`config.mk`:
```
export PLATFORM = sky130hd
export DESIGN_NAME = encoder8x3_pend
export DESIGN_NICKNAME = d
export VERILOG_FILES = /design/src/rtl/encoder8x3_pend.sv
export SDC_FILE = /design/constraint.sdc
export NUM_CORES = 1
export LEC_CHECK = 0
export BUFFER_PORTS_ARGS = -buffer_cell sky130_fd_sc_hd__clkbuf_2
export CAP_MARGIN = 10
export CORE_ASPECT_RATIO = 0.6
export CORE_MARGIN = 2
export CORE_UTILIZATION = 30
export CTS_BUF_LIST = sky130_fd_sc_hd__clkbuf_4
export DETAILED_ROUTE_END_ITERATION = 8
export MAX_ROUTING_LAYER = met4
export PLACE_DENSITY = 0.51
export SYNTH_ARGS = -nofsm -noshare
export SYNTH_HDL_FRONTEND = slang
export SYNTH_SLANG_ARGS = --single-unit
```
`constraint.sdc`:
```
create_clock -name CLK -period 2.65 [get_ports CLK]
set_input_delay 0 -clock CLK [delete_from_list [all_inputs] [get_ports CLK]]
set_output_delay 0 -clock CLK [all_outputs]
set_load 0.03 [all_outputs]
```
`src/rtl/encoder8x3_pend.sv`:
```
// Registered 8-to-3 priority encoder: edge-captures request lines into a pending set
// and drains it one code at a time over a valid/ready handshake.
module encoder8x3_pend #(
    parameter int unsigned PRIO_HIGH = 1
) (
    input  logic       CLK,
    input  logic       RST,
    input  logic       EN,
    input  logic       m1,
    input  logic       m2,
    input  logic       m3,
    input  logic       m4,
    input  logic       m5,
    input  logic       m6,
    input  logic       m7,
    input  logic       m8,
    input  logic       RDY,
    output logic       V,
    output logic       I1,
    output logic       I2,
    output logic       I3,
    output logic       OVF,
    output logic [3:0] CNT
);

    logic [7:0] m_vec;
    logic [7:0] prev_q;
    logic [7:0] pend_q, pend_d;
    logic [7:0] rise;
    logic [7:0] sel_oh;
    logic [2:0] sel_idx;
    logic [2:0] code_q, code_d;
    logic       v_q, v_d;
    logic       ovf_q, ovf_d;
    logic       load;
    logic       take;

    assign m_vec = {m8, m7, m6, m5, m4, m3, m2, m1};
    assign rise  = m_vec & ~prev_q;
    assign load  = ~v_q | RDY;
    assign take  = load & (|pend_q);

    // Later iterations overwrite earlier ones, so loop direction sets the winner.
    always_comb begin
        sel_idx = 3'd0;
        if (PRIO_HIGH != 0) begin
            for (int k = 0; k < 8; k++) begin
                if (pend_q[k]) sel_idx = 3'(k);
            end
        end else begin
            for (int k = 7; k >= 0; k--) begin
                if (pend_q[k]) sel_idx = 3'(k);
            end
        end
    end

    always_comb begin
        sel_oh = 8'd0;
        if (take) sel_oh = 8'd1 << sel_idx;
    end

    always_comb begin
        pend_d = (pend_q & ~sel_oh) | (EN ? rise : 8'd0);
        ovf_d  = EN & (|(rise & pend_q & ~sel_oh));
        v_d    = v_q;
        code_d = code_q;
        if (load) begin
            v_d = |pend_q;
            if (take) code_d = sel_idx;
        end
    end

    always_ff @(posedge CLK) begin
        if (RST) begin
            prev_q <= 8'd0;
            pend_q <= 8'd0;
            v_q    <= 1'b0;
            code_q <= 3'd0;
            ovf_q  <= 1'b0;
        end else begin
            prev_q <= m_vec;
            pend_q <= pend_d;
            v_q    <= v_d;
            code_q <= code_d;
            ovf_q  <= ovf_d;
        end
    end

    always_comb begin
        CNT = 4'd0;
        for (int k = 0; k < 8; k++) begin
            CNT = CNT + 4'(pend_q[k]);
        end
    end

    assign V   = v_q;
    assign I1  = code_q[2];
    assign I2  = code_q[1];
    assign I3  = code_q[0];
    assign OVF = ovf_q;

endmodule

```
==> results_dict.tcl, run 1 <==
set metrics [dict create \
    clock_skew_ps 13.71 \
    firstDrtPassIters 4 \
    rows 16 \
    clockRootBuffer "clkbuf_4" \
    p_leak_nw 0.6304 \
    worst_pin_slew_ps 451.5 \
    status "finished, violations left" \
    period_minus_slack_ps 3105 \
    worst_slack_ps -455.4 \
    htree_levels 1 \
    grt_max_degree 22 \
    hold-worst-slack_ps 45.89 \
    grt_overflow 0 \
    syn_area_per_cell_um2 9.204 \
    clk_latency_ps 320 \
    wl_per_cell_um 12.29 \
    worstSetupStartpointType "flip-flop" \
    setup_viol 4 \
    worstSetupStartpoint "pend_q[0]" \
    first_iter_violations 27 \
    ys_types 33 \
    crit_arrival_ps 3110 \
    final_antenna_net_count 0 \
    gp_congestion 0.7719 \
    design_area_mm2 0.001460 \
    worst-r2r-cell-count 5 \
    combPwrFrac_pct 34.4 \
    worstSetupPathType "reg -> out" \
    drt_drc_violations_left 0 \
    path_max_fanout 2 \
    cts-buffers-inserted 3 \
    fp.dieW_um 81.68 \
    dieArea_mm2 0.004133 \
    drive_gt1_share_pct 28.76 \
    port_buffers 20 \
    hold_depth 2 \
    hp-class "in -> reg" \
    pin_count 21 \
    worstHoldStart "EN" \
    p_int_mw 0.5222 \
    crit_path_end_kind "output pin" \
    finalMaxSlewViolations 0 \
    synth_seq_cells 21 \
    violations "setup timing" \
    antenna_found_initial 0 \
    worstReg2RegStart "pend_q[7]" \
    core_area_mm2 0.003363 \
    seqPwrFrac_pct 45.0 \
    synth_fp_nets 138 \
    grt_pass1_vias 841 \
    dr_total_vias 912 \
    tns_ps -1258 \
    groute.usage.overall_pct 13.46 \
    postSynthCellCount 118 \
    clkPwrFrac_pct 20.6 \
    fin_crit_sh_pct 117.2 \
    yosysWarningCount 0 \
    post_synth_instance_area_mm2 0.001086 \
    p_per_area_mw_per_mm2 541.8 \
    finalHoldViolCount 0 \
    rsz0062_at_grt "true" \
    viasPerCell 4.606 \
    cap_viol_max_count 0 \
    clock_sinks 21 \
    critPathRequiredTime_ps 2650 \
    post-dp-hpwl_mm 1.814 \
    swShare_pct 33.99 \
    fmaxAchievable_mhz 322.0 \
    relSlewSlack_pct 69.90 \
    ys_seq_area_share_pct 38.71 \
    grt_first_pass_wirelength_mm 4.057 \
    clk_pin_slew_ps 130 \
    start_util_pct 32.29 \
    clockBufferDepth 2 \
    placed_cell_area_mm2 0.001279 \
    cts_tree "built" \
    power.switching_mw 0.2688 \
    synthToLayoutAreaGrowth_pct 34.45 \
    routed_wl_mm 2.434 \
    ir_drop_uv 190.3 \
    num_antenna_cells 0 \
    nNetsFinal 174 \
    die-height_um 50.61 \
]
## power by group through the flow
stage	combinational [mW]	sequential (mW)	clock, mW
after detailed placement	0.217	0.362	0
after global routing	0.298	0.359	0.187
after CTS	0.261	0.356	0.169
final	0.272	0.356	0.163
after floorplan	0.138	0.382	0
after global placement	0.214	0.362	0
## registers in the layout (all words and copies together) (netlist names)
name and flops:
pend_q 8, prev_q 8, code_q 3, OVF 1, V 1
## cell usage after synthesis, drive strengths merged
master  number  area [um^2]
and3         1        6.260
o311ai       1        8.760
buf          1        11.26
nand3b       4        30.03
nor3         1        5.000
o21ai        7        35.03
o211ai       1        7.510
nand2b       2        12.51
a41oi        1        8.760
nand2        3        11.26
nor4         1        21.27
clkbuf       3        11.26
o311a        1        10.01
nor2        10        37.54
a22oi        2        15.01
a211oi       1        7.510
a32oi        2        17.52
nand4b       1        15.01
fa           4        80.08
o22ai        1        6.260
inv         15        56.30
nand4        1        6.260
a32o         1        10.01
xnor2        1        8.760
nor3b        2        15.01
a21oi        7        35.03
dfxtp       21        420.4
a221oi       1        15.01
a31oi        1        6.260
and3b        2        17.52
ha           4        50.05
nor2b       13        81.33
or2          1        6.260
## metrics by stage
| step | setup WS (ps) | instances | power [mW] | util (%) |
|---|---|---|---|---|
| after floorplan | 4.042 | 118 | 0.5202 | - |
| after global placement | -107.1 | 184 | 0.5752 | 38.02 |
| after detailed placement | -171.3 | 184 | 0.5789 | 38.02 |
| after CTS | -489.4 | 197 | 0.7863 | 42.97 |
| after global routing | -561.6 | 198 | 0.8446 | 43.42 |
| final | -455.4 | 198 | 0.7910 | 43.42 |
## worst max-delay path: stages (launching register included)
cell and delay [ps]:
dfxtp_2 350, fa_1 530, inv_1 50, fa_1 500, fa_2 440, inv_2 70, ha_4 130, inv_2 40
fa_2 380, xnor2_4 170, buf_8 140
## worst paths after layout
kind,to,slack (ps)
max,CNT[2],-460
min,OVF,50
max reg2reg,OVF,830
min reg2reg,code_q[2],510
## metal layers
layer | global-route usage [%] | vias up | wire length (um)
met4 | 1.667 | 0 | 0
met3 | 4.856 | 0 | 131
li1 | - | 475 | -
met2 | 17.62 | 23 | 972
met5 | - | - | 0
met1 | 19.98 | 414 | 1329
## final cells by class
cell class              count  area, um^2
repair buffers             35       269.0
well taps                  45       56.30
flip-flops and latches     21       421.7
multi-input cells          78       626.9
fillers                   341        1903
inverters                  15       56.30
clock buffers               3       22.52
clock inverters             1       7.507
## cell families after synthesis
kind of cell	count (synthesis)	share of synthesized area (%)
buffers and inverters	19	7.258
AO/OA/AOI/OAI	27	16.82
flip-flops	21	38.71
AND/OR/NAND/NOR	42	24.42
adder cells (fa/ha/maj)	8	11.98
XOR/XNOR	1	0.8066
## cells in the final DEF, fill, tap and decap left out, types with 2 or more instances in the layout
cell type,n
a22oi_1,2
dlygate4sd3_1,8
fa_2,2
dfxtp_1,20
nor2_1,10
o21ai_0,7
inv_2,3
nand2_1,3
buf_4,7
a32oi_1,2
and3b_1,2
fa_1,2
inv_1,12
ha_1,3
nor3b_1,2
clkbuf_2,16
nand3b_1,4
clkbuf_4,3
a21oi_1,6
nand2b_1,2
nor2b_1,13
buf_8,3
## what timing repair did
action,CTS,global route
pin swaps,1,1
setup endpoints to repair,4,4
hold buffers,8,0
gates resized for setup,14,5
endpoints found under the hold margin,13,0
buffers inserted,1,2
No activity file was read; power rests on OpenSTA's default activity.
==> run 2, diff against run 1 <==
--- a/config.mk
+++ b/config.mk
@@ -5,6 +5,7 @@
 export SDC_FILE = /design/constraint.sdc
 export NUM_CORES = 1
 export LEC_CHECK = 0
+export ABC_AREA = 1
 export BUFFER_PORTS_ARGS = -buffer_cell sky130_fd_sc_hd__clkbuf_2
 export CAP_MARGIN = 10
 export CORE_ASPECT_RATIO = 0.6
==> results_dict.tcl, run 2 <==
set metrics [dict create \
    status "finished, violations left" \
    violations "setup timing" \
    postSynthCellCount 152 \
    worst_pin_slew_ps 342.9 \
    rows 16 \
    clockBufferDepth 2 \
    utilization_pct 43.86 \
    path_max_fanout 2 \
    clock_sinks 21 \
    finalMaxSlewViolations 0 \
    worstSetupPathType "reg -> out" \
    p_per_area_mw_per_mm2 572.1 \
    layout.cells.non_filler 232 \
    rsz0062_at_grt "true" \
    crit_path_end_kind "output pin" \
    synth.most_common_cell "nor2_1" \
    ys_types 20 \
    synth_area_leaders "dfxtp_1 39%, nor2_1 11%, inv_1 9.4%, nand2_1 9.0%, fa_1 7.4%" \
    clockRootBuffer "clkbuf_4" \
    dp.cells 218 \
    grt_max_degree 17 \
    gp_congestion 0.8281 \
    dieArea_mm2 0.004116 \
    worst_slack_ps -453.8 \
    path_cells "fa_1 -> inv_2 -> fa_1 -> fa_2 -> inv_2 -> ha_4 -> inv_2 -> fa_2 -> inv_2 -> buf_8" \
    worstSetupStartpointType "flip-flop" \
    synth_seq_cells 21 \
    mostFrequentLayoutCells "31 x nor2_1, 25 x nand2_1, 23 x inv_1" \
    yosysWarningCount 0 \
    p_total_mw 0.8390 \
    relSlewSlack_pct 77.14 \
    drive_gt1_share_pct 26.74 \
    cts-buffers-inserted 3 \
    htree_levels 1 \
    synthToLayoutAreaGrowth_pct 35.65 \
    die-height_um 50.50 \
    reg.largest.list "pend_q (8), prev_q (8), code_q (3)" \
    synth-edff-count 0 \
    tns_ps -1175 \
    critPathMostFrequentCell "inv_2" \
    yosysTopAreaCellShare_pct 38.89 \
    start_util_pct 32.34 \
    core_area_mm2 0.003343 \
    grt_pass1_vias 883 \
    nNetsFinal 208 \
    firstDrtPassIters 4 \
    pin_count 21 \
    final_common_cell "nor2_1" \
    ir_drop_uv 204.2 \
    clk_pin_slew_ps 120 \
    antenna_found_initial 0 \
    placed_cell_area_mm2 0.001274 \
    groute.usage.overall_pct 13.66 \
    yosysTopAreaCell "dfxtp_1" \
    synthTopCellsByCount "31 x nor2_1, 27 x inv_1, 26 x nand2_1, 21 x dfxtp_1, 12 x nand3_1" \
    cts_tree "built" \
    synthArstFlopShare_pct 0 \
    clk_latency_ps 300 \
    crit_arrival_ps 3100 \
    critPathRequiredTime_ps 2650 \
    clock_skew_ps 0.7490 \
    finalHoldViolCount 0 \
    cap_viol_max_count 0 \
    num_antenna_cells 0 \
    synth_fp_nets 172 \
    design_area_mm2 0.001466 \
    fmaxAchievable_mhz 322.2 \
    syn_area_per_cell_um2 7.112 \
    hp-class "in -> reg" \
    routed_wl_mm 2.514 \
    ys_seq_area_share_pct 38.89 \
    period_minus_slack_ps 3104 \
    hold-worst-slack_ps 31.03 \
    drt_drc_violations_left 0 \
    setup_viol 4 \
    final_antenna_net_count 0 \
    grt_first_pass_wirelength_mm 4.043 \
    grt_overflow 0 \
    n_fill_cell 339 \
    post-dp-hpwl_mm 1.939 \
    first_iter_violations 51 \
    place_ws_ps -177.9 \
    p_leak_nw 0.7545 \
    ys.flop_type "dfxtp_1" \
    wl_per_cell_um 10.84 \
    dr_total_vias 999 \
    post_synth_instance_area_mm2 0.001081 \
    fp.dieW_um 81.50 \
    port_buffers 20 \
    slowest_delay_ps 540 \
    viasPerCell 4.306 \
    fin_crit_sh_pct 117.1 \
    cp_slowest_cell "fa_1" \
]
-- run 2: power breakdown --
group / switching (mW) / internal (mW)
clock: 0.0973 / 0.0689
sequential: 0.0151 / 0.342
combinational: 0.181 / 0.135
total: 0.293 / 0.546
-- run 2: metal layers --
| layer | routed length [um] | GRT usage, % | vias up |
|---|---|---|---|
| met5 | 0 | - | - |
| met4 | 0 | 0.8475 | 0 |
| met3 | 135 | 4.317 | 0 |
| met2 | 1034 | 19.13 | 20 |
| met1 | 1344 | 20.04 | 448 |
| li1 | - | - | 531 |
-- run 2: cells by family (layout without fill, tap and decap cells) --
family,count (synthesis),in the layout,synth area share (%)
and+or+nand+nor,75,75,29.17
DFF,21,21,38.89
AOI/OAI and AO/OA,14,14,7.639
buffers and inverters,33,68,11.46
adders and majority gates,8,8,12.04
xor gates and xnor gates,1,1,0.8103
-- run 2: worst paths after layout --
path,slack [ps],endpoint,startpoint,cells past startpoint
hold / removal,30,pend_q[7],EN,3
hold reg to reg,500,code_q[1],code_q[1],2
setup / recovery,-450,CNT[1],pend_q[0],10
setup reg to reg,1080,OVF,pend_q[1],11
-- run 2: area by class of cell --
type / count / area [um^2] / share of cell area (%)
repair buffers: 33 / 261.5 / 17.83
inverters: 31 / 116.4 / 7.935
well taps: 45 / 56.30 / 3.840
multi-input cells: 98 / 580.6 / 39.59
flip-flops and latches: 21 / 421.7 / 28.75
clock buffers: 4 / 30.03 / 2.048
-- run 2: worst max-delay path: cells and delay by family (launching register included) --
kind | cells | cell delay, ps
adder cells (fa/ha/maj) | 5 | 2150
flip-flops | 1 | 350
buffers and inverters | 5 | 300
-- run 2: timing repair --
item | CTS | global route
buffers inserted | 2 | 0
resized for setup | 16 | 6
setup endpoints to repair | 4 | 4
hold buffers | 8 | 0
pin swaps | 1 | 1
hold endpoints to repair | 8 | 0
==> run 3, diff against run 2 <==
--- a/config.mk
+++ b/config.mk
@@ -13,8 +13,9 @@
 export CORE_UTILIZATION = 30
 export CTS_BUF_LIST = sky130_fd_sc_hd__clkbuf_4
 export DETAILED_ROUTE_END_ITERATION = 8
+export HOLD_SLACK_MARGIN = 0.02
 export MAX_ROUTING_LAYER = met4
-export PLACE_DENSITY = 0.51
+export PLACE_DENSITY = 0.5
 export SYNTH_ARGS = -nofsm -noshare
 export SYNTH_HDL_FRONTEND = slang
 export SYNTH_SLANG_ARGS = --single-unit
==> constraint.sdc (replaced) <==
create_clock -name CLK -period 3.6 [get_ports CLK]
set_input_delay 0 -clock CLK [delete_from_list [all_inputs] [get_ports CLK]]
set_output_delay 0 -clock CLK [all_outputs]
set_load 0.03 [all_outputs]
==> results_dict.tcl, run 3 (same netlist as run 2, synthesis figures left out) <==
set metrics [dict create \
    status "finished, final reports clean" \
    worstSetupStartpointType "flip-flop" \
    fin_crit_sh_pct 88.51 \
    clk_latency_ps 300 \
    path_max_fanout 3 \
    cp_slowest_cell "fa_1" \
    setup_viol 0 \
    final_common_cell "nor2_1" \
    critPathMostFrequentCell "fa_1" \
    htree_levels 1 \
    slowest_delay_ps 540 \
    critPathRequiredTime_ps 3600 \
    synthToLayoutAreaGrowth_pct 24.65 \
    clock_sinks 21 \
    tns_ps 0 \
    grt_first_pass_wirelength_mm 3.960 \
    clock_skew_ps 2.186 \
    hp-class "in -> reg" \
    first_iter_violations 77 \
    grt_overflow 0 \
    die-height_um 50.50 \
    start_util_pct 32.34 \
    port_buffers 20 \
    grt_pass1_vias 946 \
    viasPerCell 4.263 \
    p_total_mw 0.5564 \
    core_area_mm2 0.003343 \
    final_antenna_net_count 0 \
    clockBufferDepth 2 \
    rsz0062_at_grt "false" \
    dr_total_vias 972 \
    fp.dieW_um 81.50 \
    antenna_found_initial 0 \
    cts_setup_buffers 0 \
    crit_path_end_kind "output pin" \
    reg.largest.list "pend_q (8), prev_q (8), code_q (3)" \
    cts-buffers-inserted 3 \
    firstDrtPassIters 4 \
    routed_wl_mm 2.311 \
    relSlewSlack_pct 77.94 \
    dieArea_mm2 0.004116 \
    post-dp-hpwl_mm 1.871 \
    gp_congestion 0.7950 \
    nNetsFinal 204 \
    critPathTopFamily "adder cells" \
    p_leak_nw 0.7133 \
    grt_max_degree 17 \
    cts_tree "built" \
    worstSetupPathType "reg -> out" \
    mostFrequentLayoutCells "31 x nor2_1, 27 x inv_1, 26 x nand2_1" \
    pin_count 21 \
    p_per_area_mw_per_mm2 412.9 \
    finalMaxSlewViolations 0 \
    rows 16 \
    path_cells "fa_1 -> inv_1 -> fa_1 -> fa_1 -> inv_1 -> ha_1 -> inv_1 -> fa_1 -> xnor2_1 -> clkbuf_2" \
    finalHoldViolCount 0 \
    drive_gt1_share_pct 18.58 \
    period_minus_slack_ps 3186 \
    fmaxAchievable_mhz 313.9 \
    crit_arrival_ps 3190 \
    clk_pin_slew_ps 120 \
    worst_pin_slew_ps 330.9 \
    wl_per_cell_um 10.14 \
    timing.critical_path.buf_inv 4 \
    clockRootBuffer "clkbuf_4" \
    groute.usage.overall_pct 13.08 \
    drt_drc_violations_left 0 \
    num_antenna_cells 0 \
    cap_viol_max_count 0 \
    ir_drop_uv 168.9 \
]
-- run 3: through the flow --
stage	cells	cell area, um^2	hold WS, ps	util, %	setup slack [ps]
global route	228	1348	105.8	40.31	223.1
CTS	228	1348	92.82	40.31	384.8
detailed placement	215	1230	217.1	36.79	747.6
global placement	215	1230	211.7	36.79	812.0
floorplan	152	1081	120.5	-	661.8
finish	228	1348	84.35	40.31	413.8
-- run 3: layout make-up --
cell class	count	area [um^2]
Clock inverter	1	5.005
Fill cell	359	1996
Timing Repair Buffer	29	190.2
Clock buffer	3	22.52
Sequential cell	21	420.4
Tap cell	45	56.30
Inverter	31	116.4
Multi-Input combinational cell	98	536.8
-- run 3: power breakdown --
group | internal, mW | switching, mW | total, mW
clock network | 0.0414 | 0.0721 | 0.113
logic | 0.0625 | 0.118 | 0.180
registers | 0.251 | 0.0115 | 0.263
-- run 3: worst paths after layout --
kind	startpoint	endpoint	slack, ps	cells past startpoint
max	pend_q[0]	CNT[2]	410	10
min	RST	V	80	2
max reg2reg	pend_q[0]	OVF	2110	12
min reg2reg	code_q[1]	code_q[1]	490	2
-- run 3: repair_timing --
action | 4_1_cts | 5_1_grt
endpoints found under the hold margin | 9 | 0
gates resized for setup | 0 | 0
hold buffers | 9 | 0
-- run 3: metal layers --
metal / up-vias / wire [um] / global-route usage [%]
met5: - / 0 / -
met4: 0 / 0 / 1.695
met3: 0 / 122 / 4.317
met2: 21 / 979 / 20.63
met1: 428 / 1210 / 16.81
li1: 523 / - / -
-- run 3: worst reg2reg max path: stages, from the launching register on --
cell	delay, ps
dfxtp_1	400
inv_1	80
ha_1	190
nand2_1	100
inv_1	50
nand2_1	80
nand3_1	110
nand2_1	80
nand2_1	50
inv_1	50
nand3_1	60
nor2_1	90
nor2_1	40
